### src/rtl/receptor_matrizes.sv
// receptor_matrizes
// Receives two matrices from the HPS one element pair per four-phase
// handshake and holds the completed frame until downstream releases it.
//
// Ports:
//   clk       - system clock; all state changes on its rising edge
//   reset     - synchronous, active-high reset
//   entrada   - HPS word: [7:0] element A, [15:8] element B, [18:16] opcode,
//               [20:19] tamanho, [31] req; other bits ignored
//   ack       - handshake acknowledge returned to the HPS
//   consumir  - pulse from downstream that releases a held frame
//   matriz1   - elements A, element k at [k*W_ELEM +: W_ELEM]
//   matriz2   - elements B, same layout
//   opcode    - opcode latched from the frame's first word
//   tamanho   - tamanho latched from the frame's first word
//   valido    - high while a complete frame is held
//   erro_op   - sticky: a later word disagreed with the first word's opcode/tamanho
//   indice    - index of the element currently expected
module receptor_matrizes #(
  parameter int N_ELEM = 25,
  parameter int W_ELEM = 8
) (
  input  logic                       clk,
  input  logic                       reset,
  input  logic [31:0]                entrada,
  output logic                       ack,
  input  logic                       consumir,
  output logic [N_ELEM*W_ELEM-1:0]   matriz1,
  output logic [N_ELEM*W_ELEM-1:0]   matriz2,
  output logic [2:0]                 opcode,
  output logic [1:0]                 tamanho,
  output logic                       valido,
  output logic                       erro_op,
  output logic [4:0]                 indice
);

  typedef enum logic [1:0] {
    ESPERA_REQ   = 2'd0,
    ESPERA_SOLTA = 2'd1,
    PRONTO       = 2'd2
  } estado_t;

  localparam logic [4:0] ULTIMO = 5'(N_ELEM - 1);

  estado_t                     estado_r, estado_s;
  logic                        ack_r, ack_s;
  logic                        valido_r, valido_s;
  logic                        erro_op_r, erro_op_s;
  logic [4:0]                  indice_r, indice_s;
  logic [N_ELEM*W_ELEM-1:0]    matriz1_r, matriz1_s;
  logic [N_ELEM*W_ELEM-1:0]    matriz2_r, matriz2_s;
  logic [2:0]                  opcode_r, opcode_s;
  logic [1:0]                  tamanho_r, tamanho_s;
  logic                        req_s;
  logic [4:0]                  campo_s;

  assign req_s   = entrada[31];
  // {tamanho, opcode} as carried in bits [20:16] of the word
  assign campo_s = entrada[20:16];

  // Next-state and next-output logic for the handshake FSM
  always_comb begin
    estado_s  = estado_r;
    ack_s     = ack_r;
    valido_s  = valido_r;
    erro_op_s = erro_op_r;
    indice_s  = indice_r;
    matriz1_s = matriz1_r;
    matriz2_s = matriz2_r;
    opcode_s  = opcode_r;
    tamanho_s = tamanho_r;
    case (estado_r)
      ESPERA_REQ: begin
        if (req_s) begin
          matriz1_s[int'(indice_r)*W_ELEM +: W_ELEM] = W_ELEM'(entrada[7:0]);
          matriz2_s[int'(indice_r)*W_ELEM +: W_ELEM] = W_ELEM'(entrada[15:8]);
          ack_s    = 1'b1;
          estado_s = ESPERA_SOLTA;
          if (indice_r == 5'd0) begin
            opcode_s  = entrada[18:16];
            tamanho_s = entrada[20:19];
          end else if (campo_s != {tamanho_r, opcode_r}) begin
            // Element is still stored; only the flag records the disagreement
            erro_op_s = 1'b1;
          end else begin
            erro_op_s = erro_op_r;
          end
        end else begin
          estado_s = ESPERA_REQ;
        end
      end
      ESPERA_SOLTA: begin
        if (!req_s) begin
          ack_s = 1'b0;
          if (indice_r == ULTIMO) begin
            // Last element: indice stays put so it never passes N_ELEM-1
            valido_s = 1'b1;
            estado_s = PRONTO;
          end else begin
            indice_s = indice_r + 5'd1;
            estado_s = ESPERA_REQ;
          end
        end else begin
          estado_s = ESPERA_SOLTA;
        end
      end
      PRONTO: begin
        // req is ignored here; a concurrent req is only seen from ESPERA_REQ
        if (consumir) begin
          valido_s  = 1'b0;
          indice_s  = 5'd0;
          erro_op_s = 1'b0;
          estado_s  = ESPERA_REQ;
        end else begin
          estado_s = PRONTO;
        end
      end
      default: begin
        estado_s = ESPERA_REQ;
        ack_s    = 1'b0;
        valido_s = 1'b0;
        indice_s = 5'd0;
      end
    endcase
  end

  // State and output registers with synchronous reset
  always_ff @(posedge clk) begin
    if (reset) begin
      estado_r  <= ESPERA_REQ;
      ack_r     <= 1'b0;
      valido_r  <= 1'b0;
      erro_op_r <= 1'b0;
      indice_r  <= 5'd0;
      matriz1_r <= '0;
      matriz2_r <= '0;
      opcode_r  <= 3'b111;
      tamanho_r <= 2'b00;
    end else begin
      estado_r  <= estado_s;
      ack_r     <= ack_s;
      valido_r  <= valido_s;
      erro_op_r <= erro_op_s;
      indice_r  <= indice_s;
      matriz1_r <= matriz1_s;
      matriz2_r <= matriz2_s;
      opcode_r  <= opcode_s;
      tamanho_r <= tamanho_s;
    end
  end

  assign ack     = ack_r;
  assign valido  = valido_r;
  assign erro_op = erro_op_r;
  assign indice  = indice_r;
  assign matriz1 = matriz1_r;
  assign matriz2 = matriz2_r;
  assign opcode  = opcode_r;
  assign tamanho = tamanho_r;

endmodule

### config.mk
export PLATFORM = sky130hd
export DESIGN_NAME = receptor_matrizes
export DESIGN_NICKNAME = d
export VERILOG_FILES = /design/src/rtl/receptor_matrizes.sv
export SDC_FILE = /design/constraint.sdc
export NUM_CORES = 1
export LEC_CHECK = 0
export CORE_UTILIZATION = 35
export DETAILED_ROUTE_END_ITERATION = 8
export PLACE_DENSITY = 0.59
export SYNTH_ARGS = -nofsm -noshare
export SYNTH_HDL_FRONTEND = slang
export SYNTH_SLANG_ARGS = --single-unit
export TNS_END_PERCENT = 50
### constraint.sdc
create_clock -name clk -period 7.7 [get_ports clk]
set_input_delay 2.31 -clock clk [delete_from_list [all_inputs] [get_ports clk]]
set_output_delay 2.31 -clock clk [all_outputs]
set_load 0.02 [all_outputs]
==> results of run 1 <==
## kinds of logic after synthesis
family	after synthesis	synth area share, %
buf+inv	152	4.45
compound gates	180	7.00
fa+ha+maj	3	0.228
xor+xnor	6	0.320
mux	336	20.5
flops	415	50.6
simple gates	622	16.9
## cells in the mapped netlist (all sizes together) (14+ instances only)
library cell,instances
a21oi,40
buf,46
clkbuf,101
dfxtp,415
mux2i,330
nand2,461
nand3,71
nor2,14
o2111ai,16
o211ai,33
o21ai,71
## worst min path at each step
stage | start | to | slack, ns | cells past startpoint
floorplan | ack$_SDFFE_PP0P_ | ack$_SDFFE_PP0P_ | 0.53 | 2
global placement | matriz2[24]$_SDFFE_PP0P_ | matriz2[24]$_SDFFE_PP0P_ | 0.44 | 2
detailed placement | matriz1[26]$_SDFFE_PP0P_ | matriz1[26]$_SDFFE_PP0P_ | 0.45 | 2
CTS | matriz1[26]$_SDFFE_PP0P_ | matriz1[26]$_SDFFE_PP0P_ | 0.46 | 2
global route | matriz1[28]$_SDFFE_PP0P_ | matriz1[28]$_SDFFE_PP0P_ | 0.47 | 2
finish | matriz1[100]$_SDFFE_PP0P_ | matriz1[100]$_SDFFE_PP0P_ | 0.46 | 2
## stage by stage
stage	hold WS, ns	std cells	cell area [µm²]	setup slack, ns
floorplan	0.533	1714	16400	3.62
global placement	0.442	2646	21200	2.32
global route	0.469	2730	22600	2.47
finish	0.457	2730	22600	2.78
detailed placement	0.449	2646	21200	2.24
CTS	0.459	2730	22600	2.84
## cell type report
class	instances	area, µm²
Fill cell	4373	23800
Sequential cell	415	8310
Multi-Input combinational cell	1147	7460
Timing Repair Buffer	472	4640
Clock buffer	70	1380
Tap cell	607	759
Clock inverter	14	77.6
Inverter	5	26.3
## worst max-delay path, cell delays in order (launching register included)
cell      delay (ns)
dfxtp_1         0.85
inv_1           0.16
ha_1            0.38
nand2b_1        0.17
nor2_1          0.05
ha_1            0.92
nand2b_1        0.36
nor4_1          0.68
nand2b_1        0.83
mux2i_1         0.39
## registers in the layout, summed over array words and instances (netlist names)
| name | flops |
|---|---|
| valido | 1 |
| indice | 5 |
| ack | 1 |
| opcode | 3 |
| erro_op | 1 |
| tamanho | 2 |
| matriz2 | 200 |
| estado_r | 2 |
| matriz1 | 200 |
## power groups by stage
stage	Combinational (mW)	Clock, mW	Sequential [mW]
floorplan	0.110	0	2.22
global placement	0.220	0	2.21
detailed placement	0.223	0	2.21
CTS	0.223	2.18	2.16
global route	0.237	2.27	2.16
finish	0.223	2.14	2.16
## metal layers
layer / GRT usage, % / vias to the layer above / share of wire, %
met3: 5.78 / 117 / 6.3
met4: 11.4 / 2 / 4.4
met5: 0 / - / 0.013
met1: 31.7 / 6737 / 43
li1: - / 6618 / -
met2: 39.8 / 458 / 46
==> results.cfg, run 1 <==
[synth]
ys_seq_area_share_pct = 50.6
synth.area.top_cells = dfxtp_1, mux2i_1, nand2_1
async_flop_share_pct = 0
synthesis.area_mm2 = 0.0164
synth.avg_cell_area_um2 = 9.59
synth_cell_types = 61
synth_edf_count = 0
yosysWarnings = 0
syn-instance-count = 1714
synth_seq_cells = 415
syn-num-nets = 1752
synth.largest_area_cell = dfxtp_1
synthFlopType = dfxtp_1
synth_top_area_share_pct = 50.6

[setup_path]
ff2ff_setup_slack_ns = 2.78
r2r-end = matriz1[10]$_SDFFE_PP0P_
arrival_ns = 5.40
r2r_start = indice[0]$_SDFFE_PP0P_
cp-start-kind = flop
critical_path_class = reg2reg
endpoint = matriz1[10]$_SDFFE_PP0P_
worst_ep_required_time_ns = 8.18
crit_start = indice[0]$_SDFFE_PP0P_
cp_max_fo = 23
rr_worst_depth = 9
cp-end-kind = flop

[grt]
grt-ovfl-total = 0
grt_pass1_wl_mm = 88.6
grt_max_degree = 187
antenna_found_initial = 1
gr-usage-all-layers_pct = 24.9
grt_pass1_vias = 13700

[die]
io-pin-count = 448
die_h_um = 219
dieArea_mm2 = 0.0478
die_w_um = 219
fp-row-count = 79
initial_utilization_pct = 35.4
core-area_mm2 = 0.0465

[placement]
io_buffers = 437
dp_hpwl_mm = 40.7
gp_congestion = 0.799

[pwr]
pwr-share-comb_pct = 4.9
p_total_mw = 4.53
power_frac_seq_pct = 47.8
clockPowerShare_pct = 47.3
leakagePower_nw = 9.62
powerDensity_mw_per_mm2 = 200
p_int_mw = 3.44
switching_share_pct = 24.0
vdd_drop_max_mv = 0.142
p_switching_mw = 1.09

[timing]
slew_headroom_pct = 18.7
setup_tns_ns = 0
maxSlewViolCount = 0
hold_violations = 0
max_freq_ghz = 0.203
grt_setup_unrepaired = false
finalClockSkew_ns = 0.0166
post-route-period-util_pct = 64.0
period_minus_slack_ns = 4.92
setup_viol = 0
tightest_slew_ns = 1.22

[clocking]
post-cts-setup-buffer-count = 0
clkTransAtPathRegs_ns = 0.06
cts-root-buf = clkbuf_16
tritoncts = yes
max-clock-path-buffers = 3
ctsHoldBuffers = 0
cts_sinks = 415
cts_buffers = 46
htree_levels = 2
cts_resized = 0
clock_latency_ns = 0.58

[routing]
route.detailed.drc = 0
via_per_inst = 5.10
post_drt_wl_per_cell_um = 22.4
vias = 13900
dr.first_iter.drc_count = 804
ant_nets = 0
drtPass1Iterations = 7
wl_mm = 61.2

[outcome]
run_status = completed

[layout]
final_common_cell = nand2_1
final_cell_mix = nand2_1, clkdlybuf4s50_1, dfxtp_1
syn_to_final_growth_pct = 37.8
nets = 2125
drive_gt1_share_pct = 7.11
final_util_pct = 48.7
insertedDiodeCount = 0

[hold_path]
hold_class = reg2reg

[run]
drv_cap = 0
Note: power is estimated with default switching activity, not from simulation.
==> run 2, diff against run 1 <==
==> constraint.sdc (replaced) <==
create_clock -name clk -period 5.1 [get_ports clk]
set_input_delay 1.53 -clock clk [delete_from_list [all_inputs] [get_ports clk]]
set_output_delay 1.53 -clock clk [all_outputs]
set_load 0.02 [all_outputs]
==> run 2 against run 1 <==
Against the previous run:
- global-route usage decreased by 0.077 points
- clock power increased by 57%
- core utilization rose by 0.31 points
- hold slack got worse by 0.0016 ns
- register-to-register slack got worse by 2.0 ns
- setup slack lost 2.0 ns
- wire length is 0.84% lower
- sequential share of layout area shrank 0.23 points
- power rose by 53%
- critical endpoint is now matriz2[26]$_SDFFE_PP0P_
- clock skew down 0.0050 ns
- first-iteration DRC count increased by 3.1%
- combinational power up 51%
==> results.cfg, run 2 (synthesis results as in run 1) <==
[setup_path]
worst_path_largest_cell_delay_ns = 0.87
arrival_ns = 4.87
slowest_stage = dfxtp_1
cp-start-kind = flop
worst_ep_required_time_ns = 5.60
critical_path_class = reg2reg
cp-end-kind = flop
cp_max_fo = 21
cp_cell_sequence = inv_1 > ha_1 > nand2b_1 > nor2_1 > ha_1 > nand2b_1 > or4_1 > nor2_4 > mux2i_1

[pwr]
p_int_mw = 5.35
leakagePower_nw = 9.70
pwr-share-comb_pct = 4.8
p_total_mw = 6.95
power_frac_seq_pct = 47.0
clockPowerShare_pct = 48.2
p_switching_mw = 1.60
powerDensity_mw_per_mm2 = 305
switching_share_pct = 23.0
vdd_drop_max_mv = 0.252

[clocking]
clkTransAtPathRegs_ns = 0.07
cts_sinks = 415
tritoncts = yes
max-clock-path-buffers = 3
cts_resized = 0
htree_levels = 2
post-cts-setup-buffer-count = 0
ctsHoldBuffers = 0
clock_latency_ns = 0.57
cts-root-buf = clkbuf_16
cts_buffers = 46

[die]
initial_utilization_pct = 35.4
die_h_um = 219
io-pin-count = 448
core-area_mm2 = 0.0465
fp-row-count = 79
dieArea_mm2 = 0.0478
die_w_um = 219

[layout]
final_cell_count_no_fill = 2735
syn_to_final_growth_pct = 38.7
final_cell_mix = nand2_1, clkdlybuf4s50_1, dfxtp_1
final_common_cell = nand2_1
nets = 2136
drive_gt1_share_pct = 7.66

[grt]
grt_max_degree = 189
grt_pass1_wl_mm = 88.5
gr-usage-all-layers_pct = 24.8
antenna_found_initial = 4
grt_pass1_vias = 13800
grt-ovfl-total = 0

[placement]
gp_congestion = 0.804
dp_hpwl_mm = 41.7
placed_cells = 2657
io_buffers = 437

[timing]
grt_setup_unrepaired = false
slew_headroom_pct = 19.1
max_freq_ghz = 0.229
setup_viol = 0
hold_violations = 0
finalClockSkew_ns = 0.0117
setup_tns_ns = 0
maxSlewViolCount = 0
post-route-period-util_pct = 85.7
period_minus_slack_ns = 4.37
tightest_slew_ns = 1.21

[hold_path]
hold_class = reg2reg

[routing]
vias = 14000
post_drt_wl_per_cell_um = 22.2
via_per_inst = 5.13
drtPass1Iterations = 7
wl_mm = 60.6
ant_nets = 0
dr.first_iter.drc_count = 829
route.detailed.drc = 0

[run]
drv_cap = 0

[outcome]
run_status = completed
run 2: cell count changes in the layout (fill, tap and decap cells not counted):
cell,previous run,this run
clkinv_2,12,5
inv_6,1,0
diode_2,0,1
clkbuf_1,14,6
clkbuf_8,7,16
buf_12,1,0
bufinv_16,0,1
buf_4,34,46
clkinv_4,1,0
run 2: cell type report:
| class | instances | area (µm²) |
|---|---|---|
| inverter | 5 | 26.3 |
| multi-input combinational | 1147 | 7460 |
| sequential | 415 | 8310 |
| timing repair buffer | 483 | 4710 |
| antenna | 1 | 2.50 |
| clock buffer | 71 | 1470 |
| fill | 4376 | 23700 |
| clock inverter | 6 | 55.1 |
| tap | 607 | 759 |
run 2: power groups by stage:
stage	Clock (mW)	Combinational (mW)	Sequential, mW
2_1_floorplan	0	0.166	3.35
3_3_place_gp	0	0.332	3.34
3_5_place_dp	0	0.335	3.34
4_1_cts	3.41	0.336	3.27
5_1_grt	3.56	0.355	3.27
6_report	3.35	0.336	3.27
run 2: worst paths after layout:
path | start | to | slack, ns | cells past startpoint
hold / removal | matriz1[130]$_SDFFE_PP0P_ | matriz1[130]$_SDFFE_PP0P_ | 0.46 | 2
setup reg to reg | indice[0]$_SDFFE_PP0P_ | matriz2[26]$_SDFFE_PP0P_ | 0.73 | 9
hold reg to reg | matriz1[130]$_SDFFE_PP0P_ | matriz1[130]$_SDFFE_PP0P_ | 0.46 | 2
setup / recovery | indice[0]$_SDFFE_PP0P_ | matriz2[26]$_SDFFE_PP0P_ | 0.73 | 9
run 2: per-layer routing:
metal	vias up	part of all wire (%)	track usage [%]
met4	2	4.1	11.4
met5	-	0.020	0
met2	485	46	39.9
met1	6809	43	31.6
li1	6611	-	-
met3	131	6.4	5.33
run 2: worst max-delay path, delay by kind of cell, from the launching register on:
family        cells  cell delay, ns
mux               1            0.26
flops             1            0.87
fa+ha+maj         2            0.97
buf+inv           1            0.16
simple gates      5            1.99
run 2: through the flow:
step	hold WS [ns]	util, %	setup WS (ns)	area, µm²
final	0.455	49.1	0.732	22800
after global routing	0.473	49.1	0.467	22800
after CTS	0.458	49.1	0.767	22800
after detailed placement	0.450	45.8	0.551	21300
after global placement	0.444	45.8	0.572	21300
after floorplan	0.533	-	1.80	16400
==> run 3, diff against run 2 <==
--- a/config.mk
+++ b/config.mk
@@ -5,9 +5,10 @@
 export SDC_FILE = /design/constraint.sdc
 export NUM_CORES = 1
 export LEC_CHECK = 0
+export ABC_AREA = 1
 export CORE_UTILIZATION = 35
 export DETAILED_ROUTE_END_ITERATION = 8
-export PLACE_DENSITY = 0.59
+export PLACE_DENSITY = 0.58
 export SYNTH_ARGS = -nofsm -noshare
 export SYNTH_HDL_FRONTEND = slang
 export SYNTH_SLANG_ARGS = --single-unit
==> run 3 against run 2 <==
Against the previous run:
- sequential share of layout area down 3.3 points
- clock-buffer cell count down 3
- critical path depth down 1
- global-route usage up 1.2 points
- flip-flop and latch count unchanged
- register-to-register slack better by 0.64 ns
- first-iteration DRC count up 73%
- clock skew up 0.0044 ns
- wire length up 22%
- setup slack better by 0.61 ns
- synthesized cell count up 69%
==> results.cfg, run 3 <==
[clocking]
post-cts-setup-buffer-count = 0
max-clock-path-buffers = 3
ctsHoldBuffers = 0
tritoncts = yes
cts_buffers = 46
cts_resized = 0
clock_latency_ns = 0.59
cts_sinks = 415
htree_levels = 2
clkTransAtPathRegs_ns = 0.06
cts-root-buf = clkbuf_16

[routing]
via_per_inst = 4.90
post_drt_wl_per_cell_um = 18.7
drtPass1Iterations = 5
ant_nets = 0
wl_mm = 73.9
vias = 19300
dr.first_iter.drc_count = 1434
route.detailed.drc = 0

[die]
fp-row-count = 84
initial_utilization_pct = 35.7
io-pin-count = 448
die_w_um = 234
dieArea_mm2 = 0.0549
die_h_um = 234
core-area_mm2 = 0.0530

[pwr]
p_total_mw = 6.99
pwr-share-comb_pct = 4.8
power_frac_seq_pct = 46.8
powerDensity_mw_per_mm2 = 279
leakagePower_nw = 10.1
switching_share_pct = 23.2
vdd_drop_max_mv = 0.211
clockPowerShare_pct = 48.4
p_switching_mw = 1.62
p_int_mw = 5.37

[synth]
synthesis.area_mm2 = 0.0189
synth_compound_area_share_pct = 5.63
syn-num-nets = 2940
async_flop_share_pct = 0
synth_seq_cells = 415
synth.area.top_cells = dfxtp_1, nand2_1, nor2_1
synthFlopType = dfxtp_1
synth_top_area_share_pct = 44.0
yosysWarnings = 0
muxShareOfSynthArea_pct = 0
synth_xor_xnor_area_share_pct = 0.185
synth.top_cells.by_count = nand2_1, nor2_1, dfxtp_1
syn-instance-count = 2902
synth_cell_types = 35
synthAdderAreaFrac_pct = 0.199
synth.avg_cell_area_um2 = 6.51
synth_top_family_by_area = simple AND/OR/NAND/NOR gates
ys_seq_area_share_pct = 44.0
synthSimpleGateAreaFrac_pct = 38.9
synth.largest_area_cell = dfxtp_1
synth_edf_count = 0

[timing]
post-route-period-util_pct = 73.6
hold_violations = 0
max_freq_ghz = 0.266
grt_setup_unrepaired = false
maxSlewViolCount = 0
period_minus_slack_ns = 3.76
tightest_slew_ns = 1.36
setup_tns_ns = 0
finalClockSkew_ns = 0.0160
slew_headroom_pct = 9.34
setup_viol = 0
hold_ws_ns = 0.463

[grt]
grt-ovfl-total = 0
gr-usage-all-layers_pct = 26.0
grt_max_degree = 120
antenna_found_initial = 0
grt_pass1_wl_mm = 108
grt_pass1_vias = 18100

[hold_path]
hold_class = reg2reg
hold_start = valido$_SDFFE_PP0P_

[run]
drv_cap = 0

[outcome]
run_status = completed

[layout]
nets = 3259
syn_to_final_growth_pct = 32.4
insertedDiodeCount = 0
final_cell_mix = nand2_1, nor2_1, clkdlybuf4s50_1
drive_gt1_share_pct = 4.61
final_common_cell = nand2_1
final_cell_area_mm2 = 0.0250

[placement]
gp_congestion = 0.867
io_buffers = 437
post_dp_cell_area_mm2 = 0.0235
dp_hpwl_mm = 51.8

[setup_path]
critical_path_class = in2reg
arrival_ns = 4.22
cp-end-kind = flop
worst_path_largest_cell_delay_ns = 0.61
worst_ep_required_time_ns = 5.56
crit_buf_inv = 2
cp-start-kind = primary input
crit_start = entrada[31]
ff2ff_setup_slack_ns = 1.37
cp_cell_sequence = clkdlybuf4s50_1 > nand3_1 > nor2_4 > nand3_4 > nor2_4 > inv_1 > nor2_1 > nor2_1
cp_max_fo = 26
cpLargestDelayFamily = simple AND/OR/NAND/NOR gates
r2r_start = indice[1]$_SDFFE_PP0P_
slowest_stage = nor2_4
[run 3: worst reg2reg max path: cells and delay by family (launching register included)]
family	cells	cell delay, ns
buffers and inverters	3	0.48
and+or+nand+nor	4	1.50
DFF	1	0.45
adders and majority gates	1	0.81
AOI/OAI and AO/OA	1	0.38
[run 3: path summary, 6_finish.rpt]
kind	endpoint	depth (start not counted)
max reg2reg	matriz2[86]$_SDFFE_PP0P_	9
min reg2reg	valido$_SDFFE_PP0P_	2
max	matriz2[126]$_SDFFE_PP0P_	8
min	valido$_SDFFE_PP0P_	2
[run 3: routing by layer]
metal | global-route usage, % | share of wire [%] | up-vias | wire, µm
li1 | - | - | 9567 | -
met1 | 30.2 | 39 | 8860 | 29000
met2 | 44.7 | 48 | 740 | 35400
met3 | 7.10 | 8.7 | 155 | 6420
met4 | 11.2 | 4.1 | 0 | 3010
met5 | 0 | 0 | - | 0
[run 3: area by class of cell]
class / count / area [µm²]
sequential: 415 / 8310
clock buffer: 68 / 1370
multi-input combinational: 1973 / 8490
inverter: 322 / 1220
clock inverter: 14 / 154
fill: 5375 / 27900
tap: 688 / 861
timing repair buffer: 463 / 4620
[run 3: cells by family (layout without fill, tap and decap cells)]
logic type               Yosys count  after routing
AND/OR/NAND/NOR                 1756           1756
buffers and inverters            514            867
flip-flops                       415            415
AO/OA/AOI/OAI                    210            210
XOR/XNOR                           4              4
adder cells (fa/ha/maj)            3              3
[run 3: power by group through the flow]
stage               clock network, mW  registers (mW)  logic (mW)
finish                           3.38            3.27       0.334
CTS                              3.45            3.27       0.331
global placement                    0            3.34       0.326
floorplan                           0            3.36       0.182
global route                     3.57            3.27       0.364
detailed placement                  0            3.34       0.330
[run 3: metrics by stage]
step	instances	util, %	setup WS (ns)
global placement	3861	44.4	0.742
detailed placement	3861	44.4	0.726
global route	3943	47.2	0.970
finish	3943	47.2	1.34
floorplan	2902	-	2.34
CTS	3943	47.2	1.36
